<file path="src/rtl/sr_pkg.sv">
// Frame layout and counter sizing for the serial display link, shared by the transmitter and the receiver.
package sr_pkg;

  localparam int FRAME_W   = 16;
  localparam int DIGIT_MSB = 15;
  localparam int DOTS_MSB  = 11;
  localparam int SEG_MSB   = 7;
  localparam int FIELD4_W  = 4;
  localparam int SEG_W     = 8;

  localparam int              CNT_W   = 5;
  localparam logic [CNT_W-1:0] CNT_MAX = '1;

  typedef enum logic {
    SHIFTING = 1'b0,
    FULL     = 1'b1
  } sr_state_e;

  // Bit counter saturates instead of wrapping, so an over-long frame is never mistaken for a good one.
  function automatic logic [CNT_W-1:0] cnt_sat_inc(input logic [CNT_W-1:0] c);
    return (c == CNT_MAX) ? c : c + 1'b1;
  endfunction

endpackage

</file>
<file path="src/rtl/sr_pin_sync.sv">
// Synchronizer, history flop and registered rise detect for one asynchronous pin.
// level_o is the delayed synced level, aligned with rise_o; a rise is reported SYNC_STAGES+1 clk after capture.
module sr_pin_sync #(
  parameter int SYNC_STAGES = 2
) (
  input  logic clk,
  input  logic rst,
  input  logic pin_i,
  output logic level_o,
  output logic rise_o
);

  logic [SYNC_STAGES-1:0] sync_q, sync_d;
  logic                   hist_q, hist_d;
  logic                   rise_q, rise_d;

  always_comb begin
    sync_d = {sync_q[SYNC_STAGES-2:0], pin_i};
    hist_d = sync_q[SYNC_STAGES-1];
    rise_d = sync_q[SYNC_STAGES-1] & ~hist_q;
  end

  always_ff @(posedge clk) begin
    if (rst) begin
      sync_q <= '0;
      hist_q <= 1'b0;
      rise_q <= 1'b0;
    end else begin
      sync_q <= sync_d;
      hist_q <= hist_d;
      rise_q <= rise_d;
    end
  end

  // History carries the level one cycle later, so data sampled here lines up with another pin's rise_o.
  assign level_o = hist_q;
  assign rise_o  = rise_q;

endmodule

</file>
<file path="src/rtl/sr_receiver.sv">
// Serial display-frame receiver: shifts dio on sclk rises, latches the frame on rclk rise (SYNC_STAGES+1 clk latency).
// Optional bit-count frame check with sticky error is enabled by defining SR_RECEIVER_FRAME_CHECK_EN.
module sr_receiver
  import sr_pkg::*;
#(
  parameter int W           = FRAME_W,
  parameter int SYNC_STAGES = 2
) (
  input  logic                clk,
  input  logic                rst,
  input  logic                sclk,
  input  logic                dio,
  input  logic                rclk,
  output logic [W-1:0]        data_o,
  output logic [FIELD4_W-1:0] digit_o,
  output logic [FIELD4_W-1:0] dots_o,
  output logic [SEG_W-1:0]    abcdefgh_o,
  output logic                valid_o,
  output logic                frame_err_o
);

  logic sclk_lvl, sclk_rise;
  logic dio_lvl, dio_rise;
  logic rclk_lvl, rclk_rise;

  sr_pin_sync #(.SYNC_STAGES(SYNC_STAGES)) u_sync_sclk (
    .clk     (clk),
    .rst     (rst),
    .pin_i   (sclk),
    .level_o (sclk_lvl),
    .rise_o  (sclk_rise)
  );

  sr_pin_sync #(.SYNC_STAGES(SYNC_STAGES)) u_sync_dio (
    .clk     (clk),
    .rst     (rst),
    .pin_i   (dio),
    .level_o (dio_lvl),
    .rise_o  (dio_rise)
  );

  sr_pin_sync #(.SYNC_STAGES(SYNC_STAGES)) u_sync_rclk (
    .clk     (clk),
    .rst     (rst),
    .pin_i   (rclk),
    .level_o (rclk_lvl),
    .rise_o  (rclk_rise)
  );

  logic unused_pin_state;
  assign unused_pin_state = sclk_lvl ^ rclk_lvl ^ dio_rise;

  logic [W-1:0] shreg_q, shreg_d;
  logic [W-1:0] data_q, data_d;
  logic         valid_q, valid_d;

  // The shift is folded into the latch value so a coincident last bit lands in the latched frame.
  always_comb begin
    shreg_d = shreg_q;
    if (sclk_rise) begin
      shreg_d = {shreg_q[W-2:0], dio_lvl};
    end
    data_d  = rclk_rise ? shreg_d : data_q;
    valid_d = rclk_rise;
  end

  always_ff @(posedge clk) begin
    if (rst) begin
      shreg_q <= '0;
      data_q  <= '0;
      valid_q <= 1'b0;
    end else begin
      shreg_q <= shreg_d;
      data_q  <= data_d;
      valid_q <= valid_d;
    end
  end

`ifdef SR_RECEIVER_FRAME_CHECK_EN
  localparam logic [CNT_W-1:0] W_CNT = CNT_W'(W);

  sr_state_e        state_q, state_d;
  logic [CNT_W-1:0] cnt_q, cnt_d, cnt_eff;
  logic             full_eff;
  logic             err_q, err_d;

  always_comb begin
    cnt_eff  = sclk_rise ? cnt_sat_inc(cnt_q) : cnt_q;
    full_eff = (state_q == FULL) || (cnt_eff >= W_CNT);
    cnt_d    = rclk_rise ? '0 : cnt_eff;
    err_d    = err_q;
    if (rclk_rise && (!full_eff || (cnt_eff != W_CNT))) begin
      err_d = 1'b1;
    end

    state_d = state_q;
    case (state_q)
      SHIFTING: if (cnt_eff >= W_CNT) state_d = FULL;
      FULL:     state_d = FULL;
      default:  state_d = SHIFTING;
    endcase
    if (rclk_rise) begin
      state_d = SHIFTING;
    end
  end

  always_ff @(posedge clk) begin
    if (rst) begin
      state_q <= SHIFTING;
      cnt_q   <= '0;
      err_q   <= 1'b0;
    end else begin
      state_q <= state_d;
      cnt_q   <= cnt_d;
      err_q   <= err_d;
    end
  end

  assign frame_err_o = err_q;
`else
  assign frame_err_o = 1'b0;
`endif

  assign data_o     = data_q;
  assign digit_o    = data_q[DIGIT_MSB -: FIELD4_W];
  assign dots_o     = data_q[DOTS_MSB -: FIELD4_W];
  assign abcdefgh_o = ~data_q[SEG_MSB -: SEG_W];
  assign valid_o    = valid_q;

endmodule
</file>
<file path="config.mk">
export PLATFORM = sky130hd
export DESIGN_NAME = sr_receiver
export DESIGN_NICKNAME = d
export VERILOG_FILES = /design/src/rtl/sr_pkg.sv /design/src/rtl/sr_pin_sync.sv /design/src/rtl/sr_receiver.sv
export SDC_FILE = /design/constraint.sdc
export NUM_CORES = 1
export LEC_CHECK = 0
export BUFFER_PORTS_ARGS = -buffer_cell sky130_fd_sc_hd__buf_2
export CAP_MARGIN = 20
export CORE_MARGIN = 5
export CORE_UTILIZATION = 50
export DETAILED_ROUTE_END_ITERATION = 7
export GPL_ROUTABILITY_DRIVEN = 0
export PLACE_DENSITY = 0.81
export SYNTH_ARGS = -nofsm -noshare
export SYNTH_HDL_FRONTEND = slang
export SYNTH_SLANG_ARGS = --single-unit
</file>
<file path="constraint.sdc">
create_clock -name clk -period 1.35 [get_ports clk]
set_clock_uncertainty 0.05 [all_clocks]
set_input_delay 0.135 -clock clk [delete_from_list [all_inputs] [get_ports clk]]
set_output_delay 0.135 -clock clk [all_outputs]
set_load 0.01 [all_outputs]
</file>
## After elaboration in Yosys (flattened, before gate mapping)

Cells that the tools add are included.

| word-level totals | value |
|---|---|
| bits in read-only memories | 0 |
| input bits | 5 |
| register bits | 44 |
| RAM bits | 0 |
| logic and storage cells | 17 |
| output and inout bits | 34 |
| bits in latches | 0 |
| memories kept | 0 |

| cells by class | value |
|---|---|
| reduce and logical (&&, ||, !) cells | 0 |
| multipliers | 0 |
| muxes and demuxes | 1 |
| magnitude comparators | 0 |
| equal/unequal tests | 0 |
| bitwise logic cells | 5 |
| shift operators | 0 |
| $add $sub $neg | 0 |
| div/mod/pow operators | 0 |

Operators by type and width:

| cell | count |
|---|---|
| $mux W16 | 1 |
| $not A8 Y8 | 1 |
| $and A1 B1 Y1 | 2 |
| $not A1 Y1 | 2 |

## Logic depth before layout (Yosys ltp)

| logic depth | value |
|---|---|
| word-level depth | 2 |
| depth in mapped cells | 4 |
| mapped depth without buffers | 2 |

## By module

From an unflattened synthesis, not the netlist that was laid out.

| second synthesis, totals | value |
|---|---|
| cells, all modules | 150 |
| area, all modules | 1567.8 um^2 |

By module, submodules not included:

| module | times used | area each (um^2) | seq. area each (um^2) | cells an instance |
|---|---|---|---|---|
| sr_receiver | 1 | 1233.7 | 660.6 | 126 |
| sr_pin_sync | 3 | 111.4 | 80.1 | 8 |

## Worst setup path before layout

No wires, ideal clock.

| timing | value |
|---|---|
| path type | register to register |
| start | reg u_sync_sclk.rise_q (netlist: u_sync_sclk.rise_o) |
| end | reg data_q[14] (netlist: data_o[14]) |
| data required time | 1.162 ns |
| data arrival time | 0.864 ns |
| library setup time | 0.138 ns |
| clock period less this slack | 1.052 ns |
| stages on the path, launching flop included | 5 |
| buffers on the path | 2 |
| setup slack | 0.298 ns |
| cells stage by stage | dfxtp_1 buf_6 buf_12 mux2i_1 a211oi_1 |

| between the ends | value |
|---|---|
| cells in the longest elaborated chain, start to end | 1 |

RTL lines:

| element | line | RTL |
|---|---|---|
| start: declaration | sr_pin_sync.sv:15 | `logic rise_q, rise_d;` |
| start signal: assignment | sr_pin_sync.sv:31 | `rise_q <= rise_d;` |
| $mux W16 | sr_receiver.sv:60 | `if (sclk_rise) begin` |
| end signal: assignment | sr_receiver.sv:74 | `data_q <= data_d;` |
| end: declaration | sr_receiver.sv:54 | `logic [W-1:0] data_q, data_d;` |

Every way passes these cells.
A chain may end at the register's enable or synchronous reset.

## Worst setup path after layout

| timing | value |
|---|---|
| start | reg data_q[0] (netlist: data_o[0]) |
| end | out abcdefgh_o[0] |

| between the ends | value |
|---|---|
| cells in the longest elaborated chain, start to end | 1 |

RTL lines:

| element | line | RTL |
|---|---|---|
| $not A8 Y8 | sr_receiver.sv:127 | `assign abcdefgh_o = ~data_q[SEG_MSB -: SEG_W];` |
| end: declaration | sr_receiver.sv:17 | `output logic [SEG_W-1:0] abcdefgh_o,` |

Every way passes these cells.

==> impl.org <==
** GRT
- For this run, the total global-route usage over all layers was measured as 0.125.
- Global-route wire length before repair :: 4050 um
- For this run the aggregate overflow at the end of global routing stands at 0.
- Maximum number of pins on one net before global-route repair :: 25
- The via count of the first global-routing pass is 942.
- Initial antenna violation count :: 0

** CTS
- Clock tree synthesis found a total of 44 sinks.
- TritonCTS built the clock tree.
- The tree is rooted in a clkbuf_4.
- CTS buffer count :: 5
- H-tree depth reported by CTS :: 2
- Latest clock arrival within the worst-skew pair :: 0.34 ns
- Clock Path Buffers :: 2
- Clock transition at the register clock pins on the worst setup and hold paths after CTS :: 0.11 ns

** Synth
- The number of nets handed over by synthesis was 153.
- Number of register bits inferred by synthesis :: 44
- Synthesized area divided by synthesized cell count :: 10.3 um^2
- For this run, the register share of the synthesized area comes to 0.578.
- Synth warn :: 0
- Yosys mapped the design onto 12 distinct sky130hd cell types.
- Gate count after technology mapping :: 148
- Total standard cell area after synthesis :: 1520 um^2

** Power and ir drop
- The worst-case IR drop observed on VDD is 0.656 mV.
- P per Cell Area :: 1200 nW/um^2
- For this design the static power due to leakage is 0.715 nW.

** Setup path
- Cell breakdown of the critical path :: inv_1 -> buf_2
- Type of origin of the critical path :: flip-flop
- The critical path is of the reg -> out type.
- Cell with the largest stage delay on the worst path :: dfxtp_1
- CP delay by family, top :: flip-flops
- In this run the worst path has a maximum fanout of 3.
- Worst Path Required :: 1.16 ns
- Total buffers and inverters traversed by the critical path :: 2
- Worst path max stage delay :: 0.38 ns
- The worst setup path is captured at an output pin.
- Data arrives at the worst endpoint at 0.90 ns.

** Finish
- Fraction of layout cells with a size suffix above 1 :: 0.260
- Multi-input logic area :: 479 um^2
- Combined flip-flop and latch cell area :: 881 um^2
- Most common cell after layout, fill and taps aside :: dfxtp_1
- Counting the fill cells in the layout gives 270.
- The area growth from synthesis to layout is 15.6%.
- Antenna diodes :: 0
- Leaving out fill and tap cells, the most frequent cells in the layout are dfxtp_1 (44), buf_2 (37), nor2_1 (32), mux2i_1 (16), a211oi_1 (16).
- For this run, the post-layout net count is 185.

** Floorplanning
- Pin placement for this block handled 39 I/O pins.
- The die covers 4250 um^2.
- In this run the standard cell core region covers 2980 um^2.
- For this configuration, the core starts out at a cell density of 0.511.
- In this run the horizontal extent of the chip is 65.2 um.
- Number of standard-cell rows in the floorplan :: 20
- The die is 65.2 um tall.

** STA
- Max Slew Vio Count :: 0
- Min Clock Period, post-route :: 1.09 ns
- Setup violations remaining at the end of the flow were counted as 0.
- Minimum hold slack :: 0.108 ns
- Setup repair after global routing left no endpoint under its margin.
- Share of the cycle needed by the critical path after routing :: 0.807
- Final hold violations :: 0
- Post-route setup TNS :: 0 ns
- Static timing analysis puts the maximum clock frequency at 918 MHz.

** Drt
- The detail route stage leaves a number of antenna-violating nets equal to 0.
- Summed over all layers, the routed wires come to 2530 um.
- Via count :: 1,042
- The first routing iteration left 47 violations.
- Via-to-Cell Ratio :: 4.87
- Remaining design rule violation count :: 0
- The first detailed-routing pass ran for 4 iterations.
- After detailed routing, the average wire length per cell comes to 11.8 um.

** Placement
- Post-DP HPWL :: 1770 um
- Port Buffer Count :: 37

** Worst hold path
- The min-delay analysis places its worst path in the category in -> reg.

** Run
- Max cap viols :: 0

** Status
- Status :: completed
[metal layers]
metal,GRT usage,up-vias,part of all wire
met5,0,-,0
li1,-,534,-
met2,0.190,35,0.46
met4,0.0855,0,0.029
met3,0.0479,8,0.078
met1,0.145,465,0.44
[final cells by class]
class / count / share of cell area
Inverter: 8 / 0.0171
Clock buffer: 8 / 0.0334
Sequential cell: 44 / 0.500
Timing Repair Buffer: 44 / 0.154
Multi-Input combinational cell: 77 / 0.272
Tap cell: 33 / 0.0235
[timing repair]
action,4_1_cts,5_1_grt
gates resized for setup,0,0
setup buffers,0,0
hold buffers,3,0
endpoints found under the hold margin,3,0
[flip-flops by register name, indices dropped and copies added, names as in the netlist]
signal	flops
data_o	16
shreg_q	16
u_sync_dio.level_o	1
u_sync_dio.sync_q	2
u_sync_rclk.level_o	1
u_sync_rclk.rise_o	1
u_sync_rclk.sync_q	2
u_sync_sclk.level_o	1
u_sync_sclk.rise_o	1
u_sync_sclk.sync_q	2
valid_o	1
[kinds of logic (layout without fill, tap and decap cells)]
kind of cell | count (synthesis) | count (layout) | synth area share
flip-flops | 44 | 44 | 0.578
other | 1 | 1 | 0.00246
AO/OA/AOI/OAI | 16 | 16 | 0.0789
multiplexers | 16 | 16 | 0.105
buffers and inverters | 27 | 60 | 0.107
AND/OR/NAND/NOR | 44 | 44 | 0.128
[worst register-to-register path, cell delays in order, from the launching register on]
cell and delay (ns):
dfxtp_1 0.37, buf_12 0.17, mux2i_1 0.27, a211oi_1 0.11
[where the power goes]
group	internal (mW)	switching [mW]
registers	1.33	0.0143
clock network	0.257	0.379
logic	0.0652	0.0761
total	1.65	0.469
[metrics by stage]
stage	instance area [um^2]	util	power, mW	worst slack (ns)	cells
global route	1760	0.591	2.23	0.149	214
floorplan	1520	-	1.47	0.298	148
CTS	1760	0.591	2.14	0.237	214
global placement	1670	0.561	1.50	0.306	203
detailed placement	1670	0.561	1.51	0.275	203
finish	1760	0.591	2.12	0.260	214
[cell usage after synthesis]
cell type  number  share of area
mux2i_1        16           0.11
buf_2           3         0.0099
inv_1           8          0.020
clkbuf_1        5          0.012
buf_12          1          0.013
buf_4           9          0.044
a211oi_1       16          0.079
nor2_1         32          0.079
conb_1          1         0.0025
dfxtp_1        44           0.58
buf_6           1         0.0074
nor2b_1        12          0.049
[worst paths after layout]
path	start	end	slack [ns]	cells after the start
setup / recovery	data_o[0]	abcdefgh_o[0]	0.26	2
hold / removal	rst	shreg_q[1]	0.11	2
setup reg to reg	u_sync_sclk.rise_o	data_o[1]	0.26	3
hold reg to reg	u_sync_rclk.level_o	u_sync_rclk.rise_o	0.34	1
Power figures use the tool's default switching activity.
